`src/rtl/nibble_serial_add_ctrl.sv`:
```
// nibble_serial_add_ctrl: adds two WIDTH-bit operands one nibble per clock through a
// single shared 4-bit ripple adder, chaining the carry LSB nibble to MSB nibble.
`default_nettype none

module Adder_4Bit (
  input  logic [3:0] A,
  input  logic [3:0] B,
  input  logic       C_in,
  output logic [3:0] S,
  output logic       C_out
);
  logic [4:0] sum;

  assign sum   = {1'b0, A} + {1'b0, B} + {4'b0000, C_in};
  assign S     = sum[3:0];
  assign C_out = sum[4];
endmodule

module nibble_serial_add_ctrl #(
  parameter int WIDTH = 16
) (
  input  logic             clk,
  input  logic             rst,
  input  logic             start,
  input  logic [WIDTH-1:0] A_in,
  input  logic [WIDTH-1:0] B_in,
  input  logic             C_in,
  output logic             busy,
  output logic             done,
  output logic [WIDTH-1:0] S_out,
  output logic             C_out,
  output logic             V_out
);
  localparam int NIBBLES = WIDTH / 4;
  localparam int CW      = $clog2(NIBBLES);
  localparam logic [CW-1:0] LAST = CW'(NIBBLES - 1);

  typedef enum logic [1:0] {
    IDLE = 2'd0,
    RUN  = 2'd1,
    DONE = 2'd2
  } state_t;

  state_t           state;
  logic [WIDTH-1:0] a_reg;
  logic [WIDTH-1:0] b_reg;
  logic             carry;
  logic [CW-1:0]    cnt;

  logic [3:0] a_nib;
  logic [3:0] b_nib;
  logic [3:0] nib_sum;
  logic       nib_cout;

  // Select the operand nibbles addressed by the nibble counter.
  always_comb begin
    a_nib = '0;
    b_nib = '0;
    for (int i = 0; i < NIBBLES; i++) begin
      if (cnt == CW'(i)) begin
        a_nib = a_reg[4*i +: 4];
        b_nib = b_reg[4*i +: 4];
      end
    end
  end

  Adder_4Bit u_adder (
    .A     (a_nib),
    .B     (b_nib),
    .C_in  (carry),
    .S     (nib_sum),
    .C_out (nib_cout)
  );

  always_ff @(posedge clk or posedge rst) begin
    if (rst) begin
      state <= IDLE;
      a_reg <= '0;
      b_reg <= '0;
      carry <= 1'b0;
      cnt   <= '0;
      busy  <= 1'b0;
      done  <= 1'b0;
      S_out <= '0;
      C_out <= 1'b0;
      V_out <= 1'b0;
    end else begin
      case (state)
        IDLE: begin
          if (start) begin
            a_reg <= A_in;
            b_reg <= B_in;
            carry <= C_in;
            cnt   <= '0;
            busy  <= 1'b1;
            state <= RUN;
          end
        end
        RUN: begin
          for (int i = 0; i < NIBBLES; i++) begin
            if (cnt == CW'(i)) begin
              S_out[4*i +: 4] <= nib_sum;
            end
          end
          carry <= nib_cout;
          // Final nibble: its MSBs decide signed overflow.
          if (cnt == LAST) begin
            C_out <= nib_cout;
            V_out <= (a_nib[3] == b_nib[3]) && (nib_sum[3] != a_nib[3]);
            busy  <= 1'b0;
            done  <= 1'b1;
            state <= DONE;
          end else begin
            cnt <= cnt + 1'b1;
          end
        end
        DONE: begin
          done  <= 1'b0;
          state <= IDLE;
        end
        default: begin
          state <= IDLE;
        end
      endcase
    end
  end
endmodule

`default_nettype wire

```
`config.mk`:
```
export PLATFORM = sky130hd
export DESIGN_NAME = nibble_serial_add_ctrl
export DESIGN_NICKNAME = d
export VERILOG_FILES = /design/src/rtl/nibble_serial_add_ctrl.sv
export SDC_FILE = /design/constraint.sdc
export NUM_CORES = 1
export LEC_CHECK = 0
export CORE_MARGIN = 3
export CORE_UTILIZATION = 30
export CTS_BUF_LIST = sky130_fd_sc_hd__clkbuf_8 sky130_fd_sc_hd__clkbuf_16
export DETAILED_ROUTE_END_ITERATION = 16
export PLACE_DENSITY = 0.53
export SLEW_MARGIN = 20
export SYNTH_ARGS = -nofsm -noshare
export SYNTH_HDL_FRONTEND = slang
export SYNTH_SLANG_ARGS = --single-unit
```
`constraint.sdc`:
```
create_clock -name clk -period 2.37 [get_ports clk]
set_input_delay 0.474 -clock clk [delete_from_list [all_inputs] [get_ports clk]]
set_output_delay 0.474 -clock clk [all_outputs]
set_load 0.01 [all_outputs]
```
-- Word level (Yosys, flattened, before mapping)
Index checks and enable logic that the tools add are counted.
W data, S select, Z words.
- $add $sub $neg: 3
- eq/ne operators: 10
- muxes and demuxes: 21
- reductions and logical operators: 15
- operators by type and width (cell ; count):
    $mux W4 ; 8
    $reduce_and A2 Y1 ; 8
    $mux W2 ; 4
    $pmux W2 S2 ; 2
    $eq A2 B2 Y1 const B ; 3
    $ne A2 B2 Y1 const B ; 3
    $pmux W1 S2 ; 3
    $reduce_and A3 Y1 ; 2
    $add A4 B4 Y5 ; 1
    $add A5 B1 Y5 ; 1
    $eq A2 B1 Y1 const B ; 2
    $logic_not A2 Y1 ; 2
    $mux W1 ; 4
    $reduce_bool A2 Y1 ; 2
    $add A2 B1 Y2 const B ; 1
    $eq A1 B1 Y1 ; 1
    $logic_and A1 B1 Y1 ; 1
    $ne A1 B1 Y1 ; 1
- register bits after elaboration: 57
- input port bits: 36
- output and inout bits: 20
- logic and storage cells: 62

-- Longest topological paths before layout
Gate-level depths: netlist of run 1.
- word-level depth: 9
- gate-level depth with buffers: 12
- gate-level depth less buffers: 12

-- Modules after synthesis
From an unflattened synthesis of run 1, not the netlist that was laid out.
- cells, all modules: 202
- area total of the unflattened synthesis: 2670.1 um^2
- by module, submodules not included (module ; instances ; cells an instance ; area an instance (um^2) ; seq. area each (um^2)):
    nibble_serial_add_ctrl ; 1 ; 186 ; 2526.2 ; 1426.4
    Adder_4Bit ; 1 ; 16 ; 143.9 ; 0.0

-- Least setup slack after synthesis of run 1
OpenSTA, ideal clock, no wires.
- path kind: flip-flop to flip-flop
- start point: register cnt[0]
- end point: register S_out[10]
- library setup time: 0.130 ns
- arrival time: 2.406 ns
- data required time: 2.240 ns
- slack: -0.166 ns
- cell stages (with the launch flop): 11
- buffers on the path: 1
- period minus slack after synthesis: 2.536 ns
- cells stage by stage: dfrtp_1 inv_1 ha_1 clkbuf_1 a221oi_1 nor3_1 a21oi_1 fa_1 fa_1 xor2_1 o21ai_0
- longest elaborated chain between the ends: 7
- elaborated cells between the ends (all ways): 15
- classes of those cells: add/sub: 2; eq/ne: 3; mux: 8; reduce/logical: 2
- ends and longest elaborated chain (what ; line ; text):
    from (decl) ; 48 ; logic [CW-1:0] cnt;
    from (signal assigned) ; 114 ; cnt <= cnt + 1'b1;
    $logic_not A2 Y1 ; 60 ; if (cnt == CW'(i)) begin
    $mux W4 (4 in series) ; 60 ;
    $add A4 B4 Y5 ; 14 ; assign sum = {1'b0, A} + {1'b0, B} + {4'b0000, C_in};
    $add A5 B1 Y5 ; 14 ;
    to (signal, indexed assignment) ; 102 ; S_out[4*i +: 4] <= nib_sum;
    to (decl) ; 30 ; output logic [WIDTH-1:0] S_out,
Parallel ways exist; a longest one is shown, timed or not.
A chain may end at the register's enable or synchronous reset.

-- Worst setup path after layout of run 1
- start point: register cnt[0]
- end point: register S_out[14]
The elaborated chain is that of the path after synthesis.

==> results.md, run 1 <==
- Reg-to-Reg Start: cnt[0]
- TritonCTS Buffers: 9
- Pwr Density: 1690 nW/um^2
- CTS root buf: clkbuf_8
- Largest buffer count on any clock path: 2
- RSZ-0062 raised after global routing: true
- Placer Congestion: 0.792
- Share of synthesized registers carrying an async set or reset: 100%
- Post-synth EDFFs: 0
- Tmin final: 2440 ps
- Reg2reg end: S_out[14]
- LEAKAGE: 1.64 nW
- Setup Skew: 7.33 ps
- Maximum number of pins on one net before global-route repair: 34
- Reg area: 1430 sq um
- Period utilization: 103%
- Synth top area share: 54.0%
- Final Worst Setup Slack: -70.7 ps
- Status: finished with violations
- Initial antenna violation count: 0
- Worst-margin pin slew: 492 ps
- Setup-failing EPs final: 12
- DR WL/cell: 14.4 um
- Fmax: 0.410 GHz
- Warnings from Yosys: 0
- First DRT Iteration DRCs: 51
- Critical path class: flop to flop
- Max_cap viols: 0
- Total track usage: 13.1%
- Final WL: 6070 um
- Chip width: 99.8 um
- Area leader, netlist: dfrtp_1
- Layout fillers: 787
- Hold-fix buffers, CTS: 0
- Netlist Area Pre-Place: 2640 sq um
- Final hold vios: 0
- Worst VDD drop: 798 uV
- I/O pin cnt: 56
- DR vias: 1,958
- First-pass GRT wire length: 10,000 um
- Register area share after synthesis: 54.0%
- Drt pass-1 iters: 4
- Fin. max-slew vios: 0
- Drt via density: 4.66
- Final nets: 355
- Drt drc: 0
- Flop and latch count out of synthesis: 57
- Worst slack, placed: -226 ps
- Largest cells by area after synthesis: dfrtp_1 54%, mux2_2 14%, nand2_1 4.4%, o21ai_0 4.0%, ha_1 3.3%
- Clk sinks: 57
- Cells after synthesis: 226
- Layout cells sized above 1: 34.6%
- Library cells used by synthesis: 30
- Worst-Skew Late Latency: 340 ps
- Final ANT Viol Nets: 0
- Worst hold path class: input port to async pin
- Area grow syn2layout: 45.4%
- Clock-pin slew on the worst setup and hold paths: 70 ps
- Final Instance Area: 3840 sq um
- TritonCTS clock tree: done
- Vias in the first global route: 2,068
- Multi-input gate area: 1270 sq um
- Core Area: 8380 sq um
- Final HPWL DP: 4350 um
- CP max FO: 5
- CP Launch Type: flop
- Syn Nets: 271
- Worst path arrival time: 2700 ps
- Max transition margin: 67.2%
- N_diodes: 0
- Worst Path Required: 2630 ps
- Syn_area_per_cell: 11.7 sq um
- H-tree depth: 3
- Initial Util: 31.5%
- Area after DPL: 3450 sq um
- I/O Buffers: 55
- Die area: 9960 sq um
- R2r setup slk: -70 ps
- Die Y: 99.8 um
- Failing checks: setup timing
- Main synth FF type: dfrtp_1
- Critical Path End Type: flop
- Worst R2R Path Depth: 10
- Total gr overflow: 0
- Row Count: 33
-- critical path, stage by stage (launching register included) --
cell	delay, ps
dfrtp_2	440
ha_4	190
and2b_1	230
a221oi_4	70
nor3_2	190
a21oi_2	60
fa_2	370
fa_2	390
xor2_1	150
buf_4	150
o21ai_1	110
-- synth_stat cells (all sizes together) (4+ instances only) --
library cell,number
dfrtp,57
a21oi,15
a21o,4
ha,7
nor2b,7
a221oi,4
buf,8
o21ai,21
nand3b,5
inv,7
mux2,33
nor3,4
nand2,31
-- how the worst max path moves through the flow --
stage | cells past startpoint | slack (ps) | end | start
finish | 10 | -70 | S_out[14] | cnt[0]
global route | 13 | -190 | S_out[3] | cnt[1]
CTS | 13 | -40 | V_out | cnt[0]
detailed placement | 12 | -230 | C_out | cnt[1]
global placement | 12 | -130 | C_out | cnt[1]
floorplan | 12 | 30 | C_out | cnt[1]
-- per-stage QoR --
step           std cells  util, %  hold WS (ps)  total power, W  TNS [ps]
3_3_place_gp         399     41.1           462         0.00504     -1270
5_1_grt              420     45.8           505         0.00699     -2150
4_1_cts              419     44.7           486         0.00630      -215
2_1_floorplan        226        -           458         0.00362         0
6_report             420     45.8           478         0.00647      -414
3_5_place_dp         399     41.1           470         0.00509     -2290
-- area by class of cell --
cell class / count / area share (%)
Sequential cell: 57 / 37.2
Multi-Input combinational cell: 152 / 33.0
Timing Repair Buffer: 83 / 20.5
Clock buffer: 10 / 3.59
Tap cell: 105 / 3.42
Clock inverter: 6 / 1.53
Inverter: 7 / 0.685
-- routing by layer --
layer / vias to the layer above / GRT usage, % / routed length, um
met5: - / 0 / 0
met4: 0 / 5.36 / 116
met3: 12 / 4.59 / 356
met2: 46 / 20.6 / 2800
met1: 940 / 16.4 / 2790
li1: 960 / - / -
-- logic make-up after synthesis --
group	synth area share [%]
buffers and inverters	3.51
AO/OA/AOI/OAI	12.1
AND/OR/NAND/NOR	10.4
flip-flops	54.0
multiplexers	14.1
adder cells (fa/ha/maj)	4.83
XOR/XNOR	0.995
-- repair_timing --
action,4_1_cts,5_1_grt
pin swaps,9,21
endpoints found under the setup margin,15,15
buffers inserted,4,1
gates resized for setup,29,22
hold endpoints to repair,0,0
-- placed cells by master, fill, tap and decap left out, types with 4 or more instances in the layout --
| master | synthesis | layout |
|---|---|---|
| a21oi_2 | 0 | 5 |
| buf_4 | 0 | 23 |
| inv_2 | 0 | 4 |
| dfrtp_1 | 57 | 56 |
| buf_6 | 3 | 4 |
| nand3b_1 | 5 | 5 |
| o21ai_0 | 21 | 6 |
| nor3_2 | 0 | 4 |
| clkbuf_8 | 0 | 10 |
| nor2b_1 | 7 | 7 |
| a21o_1 | 4 | 4 |
| a21oi_1 | 15 | 10 |
| nand2_1 | 31 | 31 |
| o21ai_1 | 0 | 8 |
| mux2_2 | 32 | 32 |
| inv_1 | 7 | 4 |
| clkdlybuf4s50_1 | 0 | 55 |
| o21ai_2 | 0 | 7 |
-- power breakdown --
group          leakage [nW]  total, W  switching [W]  internal [W]
sequential            0.680   0.00179       0.000321       0.00147
clock                0.0995  0.000889       0.000383      0.000506
combinational         0.862   0.00379        0.00178       0.00201
(Power assumes the default switching activity.)
==> run 2: changes to the inputs <==
--- a/config.mk
+++ b/config.mk
@@ -6,11 +6,12 @@
 export NUM_CORES = 1
 export LEC_CHECK = 0
 export CORE_MARGIN = 3
-export CORE_UTILIZATION = 30
+export CORE_UTILIZATION = 46
 export CTS_BUF_LIST = sky130_fd_sc_hd__clkbuf_8 sky130_fd_sc_hd__clkbuf_16
 export DETAILED_ROUTE_END_ITERATION = 16
-export PLACE_DENSITY = 0.53
+export PLACE_DENSITY = 0.75
 export SLEW_MARGIN = 20
 export SYNTH_ARGS = -nofsm -noshare
 export SYNTH_HDL_FRONTEND = slang
+export SYNTH_HIERARCHICAL = 1
 export SYNTH_SLANG_ARGS = --single-unit
==> run 2 against run 1 <==
Against the previous run:
- the run still ends with setup timing left
- sequential cell count unchanged
- sequential share of layout area decreased by 1.3 points
- register-to-register slack got worse by 170 ps
- critical path depth increased by 2
- die area decreased by 32%
- clock skew about the same
- maximum frequency decreased by 6.5%
- largest cell class unchanged
- largest power group unchanged
==> results.md, run 2 <==
- Status: finished with violations
- Failing checks: setup timing
- Largest cells by area after synthesis: dfrtp_1 53%, mux2_2 21%, ha_1 3.3%, nor2b_1 2.1%, a221oi_1 2.0%
- CP Launch Type: flop
- Combinational Power Share: 56.3% (-2.3 points)
- First-pass GRT wire length: 9300 um (-7.2%)
- Placer Congestion: 0.765 (-3.4%)
- Die area: 6750 sq um (-32%)
- Worst Path Required: 2630 ps (about the same)
- Fmax: 0.383 GHz (-6.5%)
- Final nets: 337 (-5.1%)
- Layout cells sized above 1: 42.1% (+7.5 points)
- Chip width: 82.2 um (-18%)
- Met2 GRT Util: 29.0% (+8.4 points)
- Post-synth EDFFs: 0 (unchanged)
- Final Worst Setup Slack: -240 ps (-169 ps)
- Clk sinks: 57 (unchanged)
- Worst hold path class: input port to async pin
- TritonCTS clock tree: done
- Max transition margin: 77.5% (+10 points)
- Reg-to-Reg Start: cnt[0]
- Worst-Skew Late Latency: 340 ps (about the same)
- Psw: 0.00237 W (-4.5%)
- Worst slack, placed: -326 ps (-100 ps)
- Switch share: 34.2% (-4.1 points)
- Cells after synthesis: 202 (-11%)
- Crit-path cells: inv_4 > buf_6 > ha_4 > buf_12 > a221oi_4 > o31ai_2 > fa_2 > a21o_1 > a21oi_2 > xnor2_2 > or3_1 > a31oi_1
- Setup TNS: -3240 ps (-2830 ps)
- Syn Nets: 247 (-8.9%)
- Area leader, netlist: dfrtp_1
- Share of synthesized registers carrying an async set or reset: 100% (unchanged)
- Final Util: 71.3% (+26 points)
- Worst-margin pin slew: 338 ps (-154 ps)
- Most Used Layer, Global Route: met2
- TritonCTS Buffers: 9 (unchanged)
- Total gr overflow: 0 (unchanged)
- I/O Buffers: 55 (unchanged)
- Grt met1 use: 24.3% (+7.9 points)
- CTS root buf: clkbuf_8
- CP max FO: 10 (+5)
- Most common cell in the netlist: dfrtp_1
- Warnings from Yosys: 6 (+6)
- Final ANT Viol Nets: 0 (unchanged)
- Setup-failing EPs final: 15 (+3)
- Register area share after synthesis: 53.4% (-0.61 points)
- Syn_area_per_cell: 13.2 sq um (+13%)
- Maximum number of pins on one net before global-route repair: 34 (unchanged)
- DR vias: 1,919 (-2.0%)
- H-tree depth: 3 (unchanged)
- First DRT Iteration DRCs: 32 (-37%)
- Final WL: 5860 um (-3.5%)
- Drt pass-1 iters: 4 (unchanged)
- Critical path class: flop to flop
- Critical Path End Type: flop
- Final HPWL DP: 4180 um (-4.0%)
- Library cells used by synthesis: 34 (+13%)
- Setup Skew: 7.48 ps (+0.146 ps)
- Sequential power share: 26.7% (-1.0 points)
- Worst R2R Path Depth: 12 (+2)
- Commonest non-fill, non-tap cell in the layout: dfrtp_1
- N_diodes: 0 (unchanged)
- Drt drc: 0 (unchanged)
- Clock-pin slew on the worst setup and hold paths: 70 ps (about the same)
- DP Cell Count: 346 (-13%)
- Largest buffer count on any clock path: 2 (unchanged)
- Row Count: 27 (-18%)
- Die Y: 82.2 um (-18%)
- Core Area: 5570 sq um (-33%)
- Netlist Area Pre-Place: 2670 sq um (+1.1%)
- Period utilization: 110% (+7.1 points)
- Fin cells: 369 (-12%)
- Met3 Use GR: 6.07% (+1.5 points)
- I/O pin cnt: 56 (unchanged)
- Reg2reg end: V_out
- RSZ-0062 raised after global routing: true
- Drt via density: 5.20 (+12%)
- R2r setup slk: -240 ps (-170 ps)
- Clk network pwr share: 17.1% (+3.4 points)
- LEAKAGE: 1.74 nW (+5.9%)
- Total track usage: 18.7% (+5.7 points)
- Area grow syn2layout: 48.9%
- Most frequent cells after synthesis: 57 x dfrtp_1, 50 x mux2_2, 12 x inv_1, 11 x nand2_1, 9 x nor2b_1
- Initial Util: 47.9% (+16 points)
- Internal power: 0.00455 W (+14%)
- Main synth FF type: dfrtp_1
- Worst path max stage delay: 430 ps (about the same)
- Synth top area share: 53.4% (-0.61 points)
- Final hold vios: 0 (unchanged)
- Vias in the first global route: 1,899 (-8.2%)
- Slowest-stage cell, CP: dfrtp_2
- Fin. max-slew vios: 0 (unchanged)
- Worst VDD drop: 924 uV (+16%)
- Tmin final: 2610 ps (+169 ps)
- Flop and latch count out of synthesis: 57 (unchanged)
- Commonest non-fill, non-tap cells in the layout: 56 x dfrtp_1, 55 x clkdlybuf4s50_1, 48 x mux2_2, 26 x buf_4, 11 x nand2_1
- Max_cap viols: 0 (unchanged)
- Worst path arrival time: 2870 ps (+170 ps)
- Initial antenna violation count: 0 (unchanged)
- DR WL/cell: 15.9 um (+9.9%)
- Pwr Density: 1740 nW/um^2 (+3.2%)
## run 2: cell count changes in the layout (fill, tap and decap cells not counted), sizes merged, moves of 5 or more
cell,before,now
nand2,31,11
mux2,33,50
o21ai,21,4
a21oi,15,1
inv,8,13
o31ai,1,6
## run 2: worst max-delay path by stage
stage / cells past startpoint / start / slack, ps / to
detailed placement: 12 / cnt[0] / -330 / V_out
CTS: 11 / cnt[1] / -220 / V_out
global placement: 12 / cnt[0] / -240 / V_out
floorplan: 12 / cnt[1] / -200 / V_out
finish: 12 / cnt[0] / -240 / V_out
global route: 12 / cnt[0] / -410 / V_out
## run 2: worst max-delay path, delay by kind of cell, from the launching register on
| family | cells | cell delay, ps |
|---|---|---|
| flip-flops | 1 | 430 |
| adder cells (fa/ha/maj) | 2 | 590 |
| AO/OA/AOI/OAI | 5 | 830 |
| AND/OR/NAND/NOR | 1 | 300 |
| buffers and inverters | 3 | 320 |
| XOR/XNOR | 1 | 70 |
## run 2: metrics by stage
| stage | area [sq um] | hold slack [ps] | total power (W) |
|---|---|---|---|
| global route | 3980 | 458 | 0.00742 |
| CTS | 3890 | 432 | 0.00668 |
| detailed placement | 3540 | 465 | 0.00531 |
| floorplan | 2720 | 473 | 0.00392 |
| finish | 3980 | 437 | 0.00692 |
| global placement | 3540 | 463 | 0.00521 |
## run 2: layer usage
metal	routed length, um	share of wire, %
met1	2640	45
met3	271	4.6
met5	0	0
met2	2890	49
met4	61	1.0
## run 2: what timing repair did
action,in CTS,in global routing
gates resized for setup,12,11
pin swaps,12,6
hold buffers,0,0
setup buffers,7,2
setup endpoints to repair,15,15
## run 2: final cells by class
cell class / instances / area [sq um]
Multi-Input combinational cell: 125 / 1310
Inverter: 12 / 47.5
Sequential cell: 57 / 1430
Tap cell: 72 / 90.1
Timing Repair Buffer: 87 / 840
Clock inverter: 7 / 134
Fill cell: 386 / 1600
Clock buffer: 9 / 124
## run 2: kinds of logic after synthesis
group                      count (synthesis)  synth area share [%]
DFF                                       57                  53.4
muxes                                     51                  21.5
and+or+nand+nor                           33                  7.50
AOI/OAI and AO/OA                         30                  8.62
buffers and inverters                     20                  3.56
adders and majority gates                  9                  4.78
xor gates and xnor gates                   2                 0.656
## run 2: power groups by stage
stage | Clock, W | Combinational (W) | Sequential [W]
6_report | 0.00118 | 0.00389 | 0.00184
5_1_grt | 0.00125 | 0.00427 | 0.00191
4_1_cts | 0.00120 | 0.00366 | 0.00182
3_5_place_dp | 0 | 0.00349 | 0.00182
3_3_place_gp | 0 | 0.00340 | 0.00181
2_1_floorplan | 0 | 0.00213 | 0.00179
